--- src/rtl/fifo_multi_ch_pkg.sv ---
// fifo_multi_ch_pkg: shared types and helpers for the multi-channel FIFO.
//   clog2_min1  : ceil(log2(n)) but never less than 1 (index width helper)
//   ch_status_t : per-channel status {empty, full, aempty, afull, count}
//   CHW / AW    : channel-index and pointer widths for the default build
package fifo_multi_ch_pkg;

  // Index width that stays legal (>= 1 bit) even for a single entry.
  function automatic int clog2_min1(input int n);
    return (n <= 1) ? 1 : $clog2(n);
  endfunction

  localparam int DEF_NUM_CH = 4;
  localparam int DEF_DEPTH  = 16;
  localparam int CHW        = clog2_min1(DEF_NUM_CH);
  localparam int AW         = clog2_min1(DEF_DEPTH);

  // Wide enough for any channel depth up to 2**15 words; the top slices
  // off the AW+1 bits it actually publishes.
  localparam int CNT_MAX_W  = 16;

  typedef struct packed {
    logic                 empty;
    logic                 full;
    logic                 aempty;
    logic                 afull;
    logic [CNT_MAX_W-1:0] count;
  } ch_status_t;

endpackage

--- src/rtl/fifo_ch_ctrl.sv ---
// fifo_ch_ctrl: pointer/count/flag bookkeeping for one FIFO channel.
// The top qualifies requests, so wr_en/rd_en are already "accepted".
// Ports:
//   clk, reset     : clock, synchronous active-high reset
//   wr_en, rd_en   : accepted write / read this cycle
//   wptr, rptr     : current write / read pointer within the partition
//   status         : registered flags and occupancy
module fifo_ch_ctrl
  import fifo_multi_ch_pkg::*;
#(
  parameter int DEPTH     = 16,
  parameter int AFULL_TH  = DEPTH - 2,
  parameter int AEMPTY_TH = 2
) (
  input  logic                     clk,
  input  logic                     reset,
  input  logic                     wr_en,
  input  logic                     rd_en,
  output logic [$clog2(DEPTH)-1:0] wptr,
  output logic [$clog2(DEPTH)-1:0] rptr,
  output ch_status_t               status
);

  localparam int PW = $clog2(DEPTH);
  localparam logic [PW-1:0] PTR_ONE  = {{(PW-1){1'b0}}, 1'b1};
  localparam logic [PW:0]   CNT_ONE  = {{PW{1'b0}}, 1'b1};
  localparam logic [PW:0]   CNT_FULL = (PW+1)'(DEPTH);
  localparam logic [PW:0]   AFULL_C  = (PW+1)'(AFULL_TH);
  localparam logic [PW:0]   AEMPTY_C = (PW+1)'(AEMPTY_TH);

  logic [PW-1:0] wptr_r;
  logic [PW-1:0] rptr_r;
  logic [PW:0]   cnt_r;
  logic [PW:0]   cnt_nxt_s;
  logic          empty_r;
  logic          full_r;
  logic          aempty_r;
  logic          afull_r;

  // Next occupancy; a paired write+read leaves it unchanged.
  always_comb begin
    cnt_nxt_s = cnt_r;
    if (wr_en && !rd_en) begin
      cnt_nxt_s = cnt_r + CNT_ONE;
    end else if (!wr_en && rd_en) begin
      cnt_nxt_s = cnt_r - CNT_ONE;
    end else begin
      cnt_nxt_s = cnt_r;
    end
  end

  // Pointers wrap naturally (power-of-2 depth); flags come from next count.
  always_ff @(posedge clk) begin
    if (reset) begin
      wptr_r   <= '0;
      rptr_r   <= '0;
      cnt_r    <= '0;
      empty_r  <= 1'b1;
      full_r   <= 1'b0;
      aempty_r <= 1'b1;
      afull_r  <= 1'b0;
    end else begin
      wptr_r   <= wr_en ? (wptr_r + PTR_ONE) : wptr_r;
      rptr_r   <= rd_en ? (rptr_r + PTR_ONE) : rptr_r;
      cnt_r    <= cnt_nxt_s;
      empty_r  <= (cnt_nxt_s == '0);
      full_r   <= (cnt_nxt_s == CNT_FULL);
      aempty_r <= (cnt_nxt_s <= AEMPTY_C);
      afull_r  <= (cnt_nxt_s >= AFULL_C);
    end
  end

  assign wptr   = wptr_r;
  assign rptr   = rptr_r;
  assign status = {empty_r, full_r, aempty_r, afull_r, CNT_MAX_W'(cnt_r)};

endmodule

--- src/rtl/fifo_multi_ch.sv ---
// fifo_multi_ch: NUM_CH independent FIFOs partitioned over one shared
// NUM_CH*DEPTH x WIDTH memory. Channel c owns words [c*DEPTH, c*DEPTH+DEPTH).
// Optional macro FIFO_MULTI_CH_BYPASS_EN: a same-cycle write+read on an
// empty channel forwards input_data to the output instead of storing it.
// Ports:
//   clk, reset                 : clock, synchronous active-high reset
//   write, wr_ch, input_data   : write request, channel, data
//   read, rd_ch                : read request, channel
//   output_data, output_valid  : registered read data, 1-cycle latency
//   empty/full/almost_*        : per-channel registered flags
//   count                      : packed per-channel occupancy (AW+1 each)
//   overflow, underflow        : sticky request-error flags
module fifo_multi_ch
  import fifo_multi_ch_pkg::*;
#(
  parameter int WIDTH     = 32,
  parameter int DEPTH     = 16,
  parameter int NUM_CH    = 4,
  parameter int AFULL_TH  = DEPTH - 2,
  parameter int AEMPTY_TH = 2
) (
  input  logic                                   clk,
  input  logic                                   reset,
  input  logic                                   write,
  input  logic [clog2_min1(NUM_CH)-1:0]          wr_ch,
  input  logic [WIDTH-1:0]                       input_data,
  input  logic                                   read,
  input  logic [clog2_min1(NUM_CH)-1:0]          rd_ch,
  output logic [WIDTH-1:0]                       output_data,
  output logic                                   output_valid,
  output logic [NUM_CH-1:0]                      empty,
  output logic [NUM_CH-1:0]                      full,
  output logic [NUM_CH-1:0]                      almost_empty,
  output logic [NUM_CH-1:0]                      almost_full,
  output logic [NUM_CH*($clog2(DEPTH)+1)-1:0]    count,
  output logic                                   overflow,
  output logic                                   underflow
);

  localparam int CW = clog2_min1(NUM_CH);
  localparam int PW = $clog2(DEPTH);
  localparam int MW = clog2_min1(NUM_CH * DEPTH);

  logic [WIDTH-1:0]  mem_r [NUM_CH*DEPTH];
  logic [NUM_CH-1:0] wr_hit_s, rd_hit_s, wr_en_s, rd_en_s, byp_s;
  logic [NUM_CH-1:0] empty_s, full_s;
  logic [PW-1:0]     wptr_s [NUM_CH];
  logic [PW-1:0]     rptr_s [NUM_CH];
  ch_status_t        status_s [NUM_CH];
  logic [MW-1:0]     waddr_s, raddr_s;
  logic              ovf_set_s, unf_set_s;
  logic              cnt_unused_s;
  logic [WIDTH-1:0]  out_data_r;
  logic              out_valid_r, overflow_r, underflow_r;

  for (genvar g = 0; g < NUM_CH; g++) begin : g_ch
    fifo_ch_ctrl #(
      .DEPTH     (DEPTH),
      .AFULL_TH  (AFULL_TH),
      .AEMPTY_TH (AEMPTY_TH)
    ) u_ctrl (
      .clk    (clk),
      .reset  (reset),
      .wr_en  (wr_en_s[g]),
      .rd_en  (rd_en_s[g]),
      .wptr   (wptr_s[g]),
      .rptr   (rptr_s[g]),
      .status (status_s[g])
    );
    assign empty_s[g]      = status_s[g].empty;
    assign full_s[g]       = status_s[g].full;
    assign empty[g]        = status_s[g].empty;
    assign full[g]         = status_s[g].full;
    assign almost_empty[g] = status_s[g].aempty;
    assign almost_full[g]  = status_s[g].afull;
    assign count[g*(PW+1) +: PW+1] = status_s[g].count[PW:0];
  end

  // Channel decode and acceptance. An out-of-range index hits no channel,
  // so it is ignored and shows up only through the sticky error terms.
  always_comb begin
    wr_hit_s     = '0;
    rd_hit_s     = '0;
    wr_en_s      = '0;
    rd_en_s      = '0;
    byp_s        = '0;
    waddr_s      = '0;
    raddr_s      = '0;
    cnt_unused_s = 1'b0;
    for (int c = 0; c < NUM_CH; c++) begin
      wr_hit_s[c] = write & (wr_ch == CW'(c));
      rd_hit_s[c] = read & (rd_ch == CW'(c));
`ifdef FIFO_MULTI_CH_BYPASS_EN
      byp_s[c]    = wr_hit_s[c] & rd_hit_s[c] & empty_s[c];
`else
      byp_s[c]    = 1'b0;
`endif
      rd_en_s[c]  = rd_hit_s[c] & ~empty_s[c];
      // A full channel still takes a write when the same cycle reads it.
      wr_en_s[c]  = wr_hit_s[c] & (~full_s[c] | rd_hit_s[c]) & ~byp_s[c];
      waddr_s     = wr_hit_s[c] ? MW'(c * DEPTH + int'(wptr_s[c])) : waddr_s;
      raddr_s     = rd_hit_s[c] ? MW'(c * DEPTH + int'(rptr_s[c])) : raddr_s;
      cnt_unused_s = cnt_unused_s ^ (^status_s[c].count);
    end
    ovf_set_s = (write & ~(|wr_hit_s)) | (|(wr_hit_s & full_s & ~rd_hit_s));
    unf_set_s = (read & ~(|rd_hit_s)) | (|(rd_hit_s & empty_s & ~byp_s));
  end

  // Shared storage; deliberately not reset.
  always_ff @(posedge clk) begin
    if (|wr_en_s) begin
      mem_r[waddr_s] <= input_data;
    end
  end

  // Output register: read data (or bypassed write data) one cycle later.
  always_ff @(posedge clk) begin
    if (reset) begin
      out_data_r  <= '0;
      out_valid_r <= 1'b0;
    end else if (|rd_en_s) begin
      out_data_r  <= mem_r[raddr_s];
      out_valid_r <= 1'b1;
    end else if (|byp_s) begin
      out_data_r  <= input_data;
      out_valid_r <= 1'b1;
    end else begin
      out_valid_r <= 1'b0;
    end
  end

  // Sticky error flags, cleared only by reset.
  always_ff @(posedge clk) begin
    if (reset) begin
      overflow_r  <= 1'b0;
      underflow_r <= 1'b0;
    end else begin
      overflow_r  <= overflow_r | ovf_set_s;
      underflow_r <= underflow_r | unf_set_s;
    end
  end

  assign output_data  = out_data_r;
  assign output_valid = out_valid_r;
  assign overflow     = overflow_r;
  assign underflow    = underflow_r;

endmodule

--- config.mk ---
export PLATFORM = sky130hd
export DESIGN_NAME = fifo_multi_ch
export DESIGN_NICKNAME = d
export VERILOG_FILES = /design/src/rtl/fifo_multi_ch_pkg.sv /design/src/rtl/fifo_ch_ctrl.sv /design/src/rtl/fifo_multi_ch.sv
export SDC_FILE = /design/constraint.sdc
export NUM_CORES = 2
export LEC_CHECK = 0
export ABC_AREA = 1
export BUFFER_PORTS_ARGS = -buffer_cell sky130_fd_sc_hd__buf_4
export CELL_PAD_IN_SITES_DETAIL_PLACEMENT = 0
export CELL_PAD_IN_SITES_GLOBAL_PLACEMENT = 1
export CORE_ASPECT_RATIO = 0.9
export CORE_MARGIN = 1
export CORE_UTILIZATION = 30
export CTS_BUF_LIST = sky130_fd_sc_hd__clkbuf_16
export DETAILED_ROUTE_END_ITERATION = 10
export PLACE_DENSITY_LB_ADDON = 0.1
export SETUP_SLACK_MARGIN = 0.05
export SLEW_MARGIN = 10
export SYNTH_ARGS = -nofsm -noshare
export SYNTH_HDL_FRONTEND = slang
export SYNTH_SLANG_ARGS = --single-unit
--- constraint.sdc ---
create_clock -name clk -period 4.4 [get_ports clk]
set_input_delay 0.22 -clock clk [delete_from_list [all_inputs] [get_ports clk]]
set_output_delay 0.22 -clock clk [all_outputs]
set_load 0.02 [all_outputs]
==> impl_summary.txt <==
----------------------------------------------------
[Power and ir drop]
  NetSw ... 11050 uW
  Fraction of power consumed by the clock network ... 42.5%
  Share of total power consumed by net switching ... 24.42%
  Leakage power ... 0.04006 uW
  Pwr/cell area ... 424.0 mW/mm^2
  Relative contribution of combinational cells to total power ... 7.5%
  Worst supply voltage drop on vdd ... 0.3271 mV
  Sequential share of power ... 50.1%
  Internal Dissipation ... 34210 uW

[Global routing]
  Largest net degree at the start of global routing ... 130
  Antenna violations before repair ... 20
  Total global routing overflow ... 0
  Wire length of the first global-routing pass ... 470600 microns
  Combined global-route utilization of all metal layers ... 21.34%
  Vias in the first global route ... 61121

[Clock tree]
  Later-pin clock latency in the skew report ... 920 ps
  TritonCTS clock tree ... built
  CTS Hold Bufs ... 44
  CTS Root Cell ... sky130_fd_sc_hd__clkbuf_16
  Clock buffers created by TritonCTS ... 248
  Cells resized by post-CTS repair ... 0
  Number of setup buffers added after CTS ... 0
  Clock slew at the register clock pins of the worst setup and hold paths ... 60 ps
  Depth of the CTS H-tree ... 4
  Maximum clock insertion buffer count ... 4
  Number of clock sinks ... 2151

[Synth]
  Synthesis-stage register bit count ... 2151
  Sequential area share after synthesis ... 69.38%
  Cell area after technology mapping ... 0.09162 sq mm
  Number of library cell types mapped by synthesis ... 43
  Synth Instances ... 8291
  Syn avg cell area ... 11.05 sq um
  Net Count, Synth ... 8347
  Yosys warning total ... 0

[Drt]
  Post-DR wirelength/cell ... 26.18 microns
  Mean number of vias per cell ... 4.906
  Routed Wire Length ... 332700 microns
  Pre-antenna DRT Iters ... 6
  Total vias in the final route ... 62354
  DRT iter0 DRCs ... 5154
  DRC ... 0
  Antenna-violating nets left ... 0

[Place]
  HPWL after DPL ... 177200 microns
  Worst setup slack before clock tree synthesis ... 560.4 ps
  Routability congestion estimate ... 0.7694
  PortBufs ... 110

[Critical path]
  Data required time of the worst path ... 5220 ps
  Worst reg-to-reg path cell count ... 18
  Worst path arrival time ... 4600 ps
  Reg-to-reg critical path startpoint ... g_ch[0].u_ctrl.rptr[0]
  Worst Setup Start Kind ... register
  Endpoint class of the critical path ... register
  Crit-path most repeated cell ... sky130_fd_sc_hd__nand2_1
  Reg2Reg Capture Point ... output_data[12]
  Setup slack of the most critical reg-to-reg path ... 620 ps
  Library cell contributing the largest single delay on the critical path ... sky130_fd_sc_hd__nand2_8
  Delay of the slowest cell on the worst path ... 460 ps
  Biggest fanout along the worst timing path ... 71
  Cell chain of the critical path ... inv_1, nand2_1, nand2_1, nand2_1, nand2_8, nand2_8, buf_12, buf_12, nand2_1, nand3_1, nand3_1, nand3_1, nand3_1, nand2_1, nand2_1, nand3_1, nand2_1, inv_1
  Class of the most critical setup path ... register to register

[STA]
  Pin slew with the least headroom to its limit ... 1129 ps
  Setup repair after global routing missed its margin ... false
  Sum of negative setup slack ... 0 ps
  Final slew viol count ... 0
  Achievable frequency ... 0.2648 GHz
  Post-route worst setup slack ... 624.0 ps
  Final hold viol count ... 0
  Clock tree skew after final layout ... 77.51 ps
  Max_slew headroom ... 24.74%
  Final worst-path cycle share ... 85.82%
  Min Tclk post-route ... 3776 ps
  Final count of negative-setup-slack endpoints ... 0

[Final layout]
  Synth-to-Final Area Change ... 16.53%
  Final layout net count ... 8483
  Total of fill cells in the finished design ... 30147
  Layout cells sized above 1 ... 8.745%

[Floorplan]
  Die area ... 0.3076 sq mm
  Area of the placeable core ... 0.3039 sq mm
  Placement Rows ... 192
  Initial standard-cell utilization of the core ... 30.15%
  Die span in x ... 584.5 microns
  Die H ... 526.3 microns
  Total I/O pin count ... 111

[Outcome]
  Status ... finished, final reports clean

[Min path]
  Tightest Hold Check Type ... input port to register
  Endpoint, Worst Hold ... mem_r[18][23]
  Launch point of the worst hold path ... input_data[23]
  Number of cells on the worst hold path ... 2

[Job]
  MaxCap Viol Count ... 0

----------------------------------------------------
## cells by family after synthesis
logic type / after synthesis / synth area share, %
AND/OR/NAND/NOR: 4266 / 21.37
flip-flops: 2151 / 69.38
adder cells (fa/ha/maj): 16 / 0.2185
AO/OA/AOI/OAI: 348 / 2.293
XOR/XNOR: 15 / 0.1434
buffers and inverters: 1495 / 6.600
## placed cells by master, fill, tap and decap left out, types with 4 or more instances in the layout
cell type                          n
sky130_fd_sc_hd__ha_1             16
sky130_fd_sc_hd__edfxtp_1       2048
sky130_fd_sc_hd__o22ai_1           8
sky130_fd_sc_hd__nor3_1            9
sky130_fd_sc_hd__buf_4           274
sky130_fd_sc_hd__nand3b_1        302
sky130_fd_sc_hd__dfxtp_1         103
sky130_fd_sc_hd__clkbuf_16       253
sky130_fd_sc_hd__nor4_1            8
sky130_fd_sc_hd__nor2_2            5
sky130_fd_sc_hd__diode_2          13
sky130_fd_sc_hd__nand3_1        1847
sky130_fd_sc_hd__inv_1          1048
sky130_fd_sc_hd__nand4_1           4
sky130_fd_sc_hd__dlygate4sd3_1    44
sky130_fd_sc_hd__nor2_1          141
sky130_fd_sc_hd__bufinv_16         9
sky130_fd_sc_hd__or2_1             4
sky130_fd_sc_hd__o211ai_1        119
sky130_fd_sc_hd__buf_12           99
sky130_fd_sc_hd__inv_2             5
sky130_fd_sc_hd__nor2_4           67
sky130_fd_sc_hd__clkinv_1         65
sky130_fd_sc_hd__o21ai_0         116
sky130_fd_sc_hd__xor2_1           14
sky130_fd_sc_hd__clkinv_2         22
sky130_fd_sc_hd__nand2_1        1867
sky130_fd_sc_hd__o21ai_1          10
sky130_fd_sc_hd__a21oi_1          75
sky130_fd_sc_hd__o21a_1            6
## worst max-delay path by stage
| stage | startpoint | to | slack [ps] | cells past startpoint |
|---|---|---|---|---|
| 2_1_floorplan | wr_ch[1] | mem_r[11][0] | 1420 | 7 |
| 3_3_place_gp | read | output_data[12] | 500 | 19 |
| 3_5_place_dp | rd_ch[1] | output_data[31] | 560 | 16 |
| 4_1_cts | g_ch[0].u_ctrl.rptr[0] | output_data[12] | 650 | 18 |
| 5_1_grt | g_ch[0].u_ctrl.rptr[0] | output_data[12] | 460 | 18 |
| 6_report | g_ch[0].u_ctrl.rptr[0] | output_data[12] | 620 | 18 |
## stage by stage
step	instances	hold slack, ps	cell area (sq um)	power [uW]	util, %
floorplan	8291	318.9	91620	24760	-
global placement	12207	475.8	98930	26490	32.55
detailed placement	12207	490.2	98930	26490	32.55
CTS	12696	362.8	106700	45830	35.12
global route	12697	448.4	106700	46790	35.12
finish	12709	440.6	106800	45270	35.13
## worst max-delay path, delay by kind of cell (launching register included)
kind          cells  cell delay, ps
flops             1             330
simple gates     14            2540
buf+inv           4             720
## layout make-up
class | instances | area, sq um | area share, %
clock inverters | 192 | 1033 | 0.9680
well taps | 4074 | 5097 | 4.774
inverters | 964 | 3628 | 3.399
clock buffers | 253 | 6331 | 5.930
multi-input cells | 4645 | 22600 | 21.17
repair buffers | 417 | 4479 | 4.195
diodes | 13 | 32.53 | 0.03047
flip-flops and latches | 2151 | 63560 | 59.53
## routing by layer
metal | up-vias | track usage, % | wire length, microns
li1 | 28787 | - | -
met1 | 31426 | 30.25 | 152900
met2 | 1695 | 33.85 | 150800
met3 | 442 | 3.305 | 19910
met4 | 4 | 5.641 | 9013
met5 | - | 0 | 27
## power by group through the flow
| stage | Combinational, uW | Sequential, uW | Clock (uW) |
|---|---|---|---|
| 2_1_floorplan | 1670 | 23100 | 0 |
| 3_3_place_gp | 3390 | 23100 | 0 |
| 3_5_place_dp | 3390 | 23100 | 0 |
| 4_1_cts | 3430 | 22700 | 19700 |
| 5_1_grt | 3690 | 22700 | 20400 |
| 6_report | 3380 | 22700 | 19200 |
## synth_stat cells (all sizes together)
| library cell | instances | share of area, % |
|---|---|---|
| dfxtp | 103 | 2.3 |
| a22o | 1 | 0.0096 |
| a22oi | 1 | 0.014 |
| a211oi | 1 | 0.0082 |
| o221ai | 1 | 0.0096 |
| a21oi | 77 | 0.42 |
| nand3 | 1847 | 10 |
| o21ai | 127 | 0.69 |
| nor4 | 9 | 0.068 |
| inv | 963 | 3.9 |
| a41oi | 1 | 0.0096 |
| clkbuf | 186 | 0.76 |
| o31ai | 3 | 0.025 |
| xor2 | 14 | 0.13 |
| nor2 | 213 | 0.91 |
| nor3b | 3 | 0.025 |
| o21a | 6 | 0.049 |
| and3 | 1 | 0.0068 |
| or2 | 5 | 0.034 |
| a21boi | 1 | 0.0082 |
| buf | 345 | 1.9 |
| o22ai | 8 | 0.055 |
| nand4 | 4 | 0.027 |
| o211ai | 119 | 0.98 |
| edfxtp | 2048 | 67 |
| xnor2 | 1 | 0.0096 |
| ha | 16 | 0.22 |
| nand3b | 302 | 2.5 |
| nor3 | 9 | 0.049 |
| a31oi | 1 | 0.0068 |
| o32ai | 1 | 0.0096 |
| clkinv | 1 | 0.0041 |
| nand2 | 1873 | 7.7 |
## sequential cells by signal, summed over array words and instances (netlist names)
register / cells
mem_r: 2048
overflow: 1
underflow: 1
g_ch.u_ctrl.rptr: 16
output_data: 32
g_ch.u_ctrl.aempty_r: 4
g_ch.u_ctrl.empty_r: 4
output_valid: 1
g_ch.u_ctrl.afull_r: 4
g_ch.u_ctrl.full_r: 4
g_ch.u_ctrl.wptr: 16
g_ch.u_ctrl.cnt_r: 20
(Power assumes the default switching activity.)
